<file path="src/rtl/if_id_skid_reg.sv">
// IF/ID pipeline register: main slot plus one skid slot with a valid/ready handshake,
// a synchronous flush, and NOP bubbles on empty. Define IFID_PERF_CNT_EN to add perf counters.
module if_id_skid_reg #(
  parameter int               INS_ADDRESS = 9,
  parameter int               INS_W       = 32,
  parameter logic [INS_W-1:0] NOP_INSN    = INS_W'(32'h0000_0013)
) (
  input  logic                   clk,
  input  logic                   rst,
  input  logic                   in_valid,
  output logic                   in_ready,
  input  logic [INS_W-1:0]       in_inst,
  input  logic [INS_ADDRESS-1:0] in_pc,
  input  logic                   flush,
  output logic                   out_valid,
  input  logic                   out_ready,
  output logic [INS_W-1:0]       out_inst,
  output logic [INS_ADDRESS-1:0] out_pc
`ifdef IFID_PERF_CNT_EN
  ,
  output logic [15:0]            stall_cycles,
  output logic [15:0]            flush_count
`endif
);

  typedef enum logic [1:0] {
    S_EMPTY = 2'd0,
    S_ONE   = 2'd1,
    S_TWO   = 2'd2
  } state_t;

  state_t                 r_state;
  state_t                 w_state_nxt;
  logic                   r_in_ready;
  logic [INS_W-1:0]       r_main_inst;
  logic [INS_ADDRESS-1:0] r_main_pc;
  logic [INS_W-1:0]       r_skid_inst;
  logic [INS_ADDRESS-1:0] r_skid_pc;

  logic w_out_valid;
  logic w_accept;
  logic w_fire;
  logic w_load_main_in;
  logic w_load_main_skid;
  logic w_load_skid;

  assign w_out_valid = (r_state != S_EMPTY);
  assign w_accept    = in_valid & r_in_ready;
  assign w_fire      = w_out_valid & out_ready;

  // Main takes fresh input when it is empty or being drained this cycle;
  // otherwise an accepted word parks in the skid slot.
  assign w_load_main_in   = w_accept & ((r_state == S_EMPTY) || ((r_state == S_ONE) && w_fire));
  assign w_load_skid      = w_accept & (r_state == S_ONE) & ~w_fire;
  assign w_load_main_skid = (r_state == S_TWO) & w_fire;

  // NOTE: every variable gets a default at the top of always_comb so no path leaves it unassigned (no latch).
  always_comb begin
    w_state_nxt = r_state;
    case (r_state)
      S_EMPTY: if (w_accept) w_state_nxt = S_ONE;
      S_ONE: begin
        if (w_accept && !w_fire)      w_state_nxt = S_TWO;
        else if (!w_accept && w_fire) w_state_nxt = S_EMPTY;
      end
      S_TWO:   if (w_fire) w_state_nxt = S_ONE;
      default: w_state_nxt = S_EMPTY;
    endcase
  end

  // NOTE: sequential state uses non-blocking (<=) so all flops update together at the edge.
  always_ff @(posedge clk) begin
    if (rst) begin
      r_state    <= S_EMPTY;
      r_in_ready <= 1'b0;
    end else if (flush) begin
      r_state    <= S_EMPTY;
      r_in_ready <= 1'b1;
    end else begin
      r_state    <= w_state_nxt;
      r_in_ready <= (w_state_nxt != S_TWO);
    end
  end

  // NOTE: payload registers are not reset; the valid state gates them to NOP/0 on the outputs.
  always_ff @(posedge clk) begin
    if (w_load_main_in) begin
      r_main_inst <= in_inst;
      r_main_pc   <= in_pc;
    end else if (w_load_main_skid) begin
      r_main_inst <= r_skid_inst;
      r_main_pc   <= r_skid_pc;
    end
    if (w_load_skid) begin
      r_skid_inst <= in_inst;
      r_skid_pc   <= in_pc;
    end
  end

  assign in_ready  = r_in_ready;
  assign out_valid = w_out_valid;
  assign out_inst  = w_out_valid ? r_main_inst : NOP_INSN;
  assign out_pc    = w_out_valid ? r_main_pc : '0;

`ifdef IFID_PERF_CNT_EN
  logic [15:0] r_stall_cycles;
  logic [15:0] r_flush_count;

  // Saturating counters; only rst clears them.
  always_ff @(posedge clk) begin
    if (rst) begin
      r_stall_cycles <= '0;
      r_flush_count  <= '0;
    end else begin
      if (w_out_valid && !out_ready && (r_stall_cycles != 16'hFFFF))
        r_stall_cycles <= r_stall_cycles + 16'd1;
      if (flush && (r_flush_count != 16'hFFFF))
        r_flush_count <= r_flush_count + 16'd1;
    end
  end

  assign stall_cycles = r_stall_cycles;
  assign flush_count  = r_flush_count;
`endif

endmodule

</file>
<file path="config.mk">
export PLATFORM = sky130hd
export DESIGN_NAME = if_id_skid_reg
export DESIGN_NICKNAME = d
export VERILOG_FILES = /design/src/rtl/if_id_skid_reg.sv
export SDC_FILE = /design/constraint.sdc
export NUM_CORES = 1
export LEC_CHECK = 0
export CAP_MARGIN = 0
export CELL_PAD_IN_SITES_DETAIL_PLACEMENT = 0
export CELL_PAD_IN_SITES_GLOBAL_PLACEMENT = 2
export CORE_AREA = 10 10 109 111
export DETAILED_ROUTE_END_ITERATION = 10
export DIE_AREA = 0 0 119 121
export GPL_TIMING_DRIVEN = 0
export PLACE_DENSITY_LB_ADDON = 0.1
export SETUP_SLACK_MARGIN = 0.2
export SYNTH_ARGS = -nofsm -noshare
export SYNTH_HDL_FRONTEND = slang
export SYNTH_SLANG_ARGS = --single-unit
</file>
<file path="constraint.sdc">
create_clock -name clk -period 12 [get_ports clk]
set_input_delay 1.2 -clock clk [delete_from_list [all_inputs] [get_ports clk]]
set_output_delay 1.2 -clock clk [all_outputs]
set_load 0.05 [all_outputs]
</file>
==> flow_summary.ini <==
[floorplan]
start_util_pct = 37.4
die_area_um2 = 14400
fp.dieH_um = 121
num_rows = 36
num_io_pins = 89
fp.coreArea_um2 = 9640
die_w_um = 119

[flow_run]
cap_violations = 0

[drt]
first_pass_iters = 4
drt-initial-drc-count = 66
routed_wl_um = 6980
wire_per_inst_um = 16.1
antenna_left = 0
via_per_inst = 4.33
drc = 0
vias = 1874

[clock_tree]
clk_pin_slew_ns = 0.09
cts_hold_buffers = 0
clock_latency_ns = 0.35
cts_tree = built
cts-root-buf = clkbuf_8
numCtsBuffers = 9
cts_sinks = 85
cts-htree-levels = 3
clk_path_buf_depth = 2
cts_setup_buffers = 0
ctsResizeCount = 0

[sta]
final.period_utilization_pct = 30.8
finalCriticalPeriod_ns = 3.70
slew_viol_final = 0
rsz0062_at_grt = false
setup_viol = 0
maxSlewHeadroom_pct = 55.5
hold_viol_final = 0
skew_ns = 0.0102
max_freq_mhz = 270
tightest_slew_ns = 0.664
tns_ns = 0

[setup_path]
path_max_fanout = 10
crit_type = flop to primary output
cp.required_ns = 10.80
ff2ff_setup_slack_ns = 10.14
critPathCaptureType = primary output
path_cells = nor2_1 -> clkbuf_1 -> or2_1 -> clkdlybuf4s50_1
cp_slowest_cell = clkdlybuf4s50_1
worstPathArrival_ns = 2.50
slowest_delay_ns = 0.80
start_kind = flop

[yosys]
syn_area_um2 = 3610
syn_inst = 194
synth-seq-cells = 85
yosysWarnings = 0
syn-num-nets = 240
seq_area_frac_synth_pct = 69.9
synth_area_leaders = edfxtp_1, mux2_4, nor2b_1, buf_12, dfxtp_1
synth_top_area_cell = edfxtp_1
ys_types = 22
syn_area_per_cell_um2 = 18.6
synth_top_area_share_pct = 68.2

[finish]
final_area_um2 = 4910
layout-drive-gt1-share_pct = 22.0
fillCellCount = 866
num-nets-final = 341
regArea_um2 = 2520
final_cells = 433
multi_input_area_um2 = 991
n_antenna_cell = 0
area_growth_syn_to_layout_pct = 36.0

[worst_hold_path]
hp-class = flop to flop

[pwr]
power_density_nw_per_um2 = 125
irDropWorstVdd_mv = 0.0658
total_leakage_power_nw = 1.69

[global_routing]
grt_pass1_vias = 2062
grt-ovfl-total = 0
grt_pass1_wl_um = 11100
antenna_found_initial = 0
track_usage_pct = 10.0
grt_max_degree = 27

[placement]
dp.final_hpwl_um = 4960
port_buffers = 88
dp_cells = 417
dpl_cell_area_um2 = 4710
routabilityCongestion = 0.690

[outcome]
outcome = completed
==> sequential cells by signal (all words and copies together), names as in the netlist <==
| name | cells |
|---|---|
| r_skid_pc | 9 |
| r_skid_inst | 32 |
| in_ready | 1 |
| r_state | 2 |
| r_main_inst | 32 |
| r_main_pc | 9 |
==> area by class of cell <==
type / instances / share of cell area [%]
timing repair buffer: 90 / 18.8
clock inverter: 6 / 1.30
clock buffer: 10 / 2.60
buffer: 9 / 2.17
inverter: 2 / 0.153
multi-input combinational: 98 / 20.2
tap: 133 / 3.39
sequential: 85 / 51.4
==> cell usage after synthesis <==
library cell / instances
nand2_1: 1
edfxtp_1: 82
and3b_1: 1
inv_1: 2
nor4_1: 1
nand2b_1: 1
mux2_2: 1
and2_4: 1
mux2_1: 1
or2_1: 4
nor2b_1: 39
o31a_1: 1
buf_6: 1
or3_1: 1
o21ai_0: 2
mux2_4: 40
nor2_1: 2
clkbuf_1: 4
a21oi_1: 1
buf_12: 4
dfxtp_1: 3
o32ai_1: 1
==> final timing paths <==
kind | start | to | cells past startpoint
hold reg to reg | r_skid_inst[31] | r_main_inst[31] | 1
setup / recovery | r_state[0] | out_inst[0] | 4
hold / removal | r_skid_inst[31] | r_main_inst[31] | 1
setup reg to reg | in_ready | r_main_pc[3] | 4
==> stage by stage <==
step	power (mW)	util [%]	setup WS, ns	hold slack, ns
finish	0.615	50.9	8.30	0.549
detailed placement	0.426	48.9	8.55	0.533
global placement	0.425	48.3	4.83	0.513
floorplan	0.392	-	7.09	0.501
CTS	0.626	50.9	8.16	0.554
global route	0.644	50.9	8.06	0.565
==> where the power goes <==
part | total [mW] | switching, mW | internal [mW]
sequential | 0.338 | 0.00212 | 0.336
combinational | 0.0791 | 0.0391 | 0.0400
clock | 0.197 | 0.101 | 0.0959
==> placed cells by master, fill, tap and decap left out <==
cell type        Yosys  layout
a21oi_1              1       1
mux2_1               1       1
and2_4               1       1
buf_6                1       1
inv_1                2       2
nor2b_1             39      39
clkinvlp_4           0       2
o31a_1               1       1
mux2_2               1       1
bufinv_16            0       1
dfxtp_1              3       3
nor2_4               0       1
nor2_1               2       1
o21ai_0              2       1
clkinv_2             0       2
nand2_1              1       1
and3b_1              1       1
buf_12               4       6
clkbuf_1             4       5
o21ai_4              0       1
nand2b_1             1       1
clkbuf_8             0       9
edfxtp_1            82      82
clkinv_4             0       1
or3_1                1       1
o32ai_1              1       1
nor4_1               1       1
clkdlybuf4s50_1      0      88
mux2_4              40      40
or2_1                4       4
==> per-layer routing <==
layer,GRT usage (%),vias up,part of all wire [%]
li1,-,922,-
met2,15.5,57,47
met4,5.95,0,2.2
met5,0,-,0
met3,3.44,11,5.7
met1,11.9,884,46
==> cell families (layout without fill, tap and decap cells) <==
kind of cell / after synthesis / in the layout / share of synthesized area (%)
AOI/OAI and AO/OA: 5 / 5 / 0.901
buffers and inverters: 11 / 117 / 3.16
DFF: 85 / 85 / 69.9
muxes: 42 / 42 / 17.3
and+or+nand+nor: 51 / 51 / 8.77
==> critical path: cells and delay by family (launching register included) <==
family	cells	cell delay, ns
simple gates	2	0.58
buf+inv	2	1.18
flops	1	0.38
(Power assumes the default switching activity.)
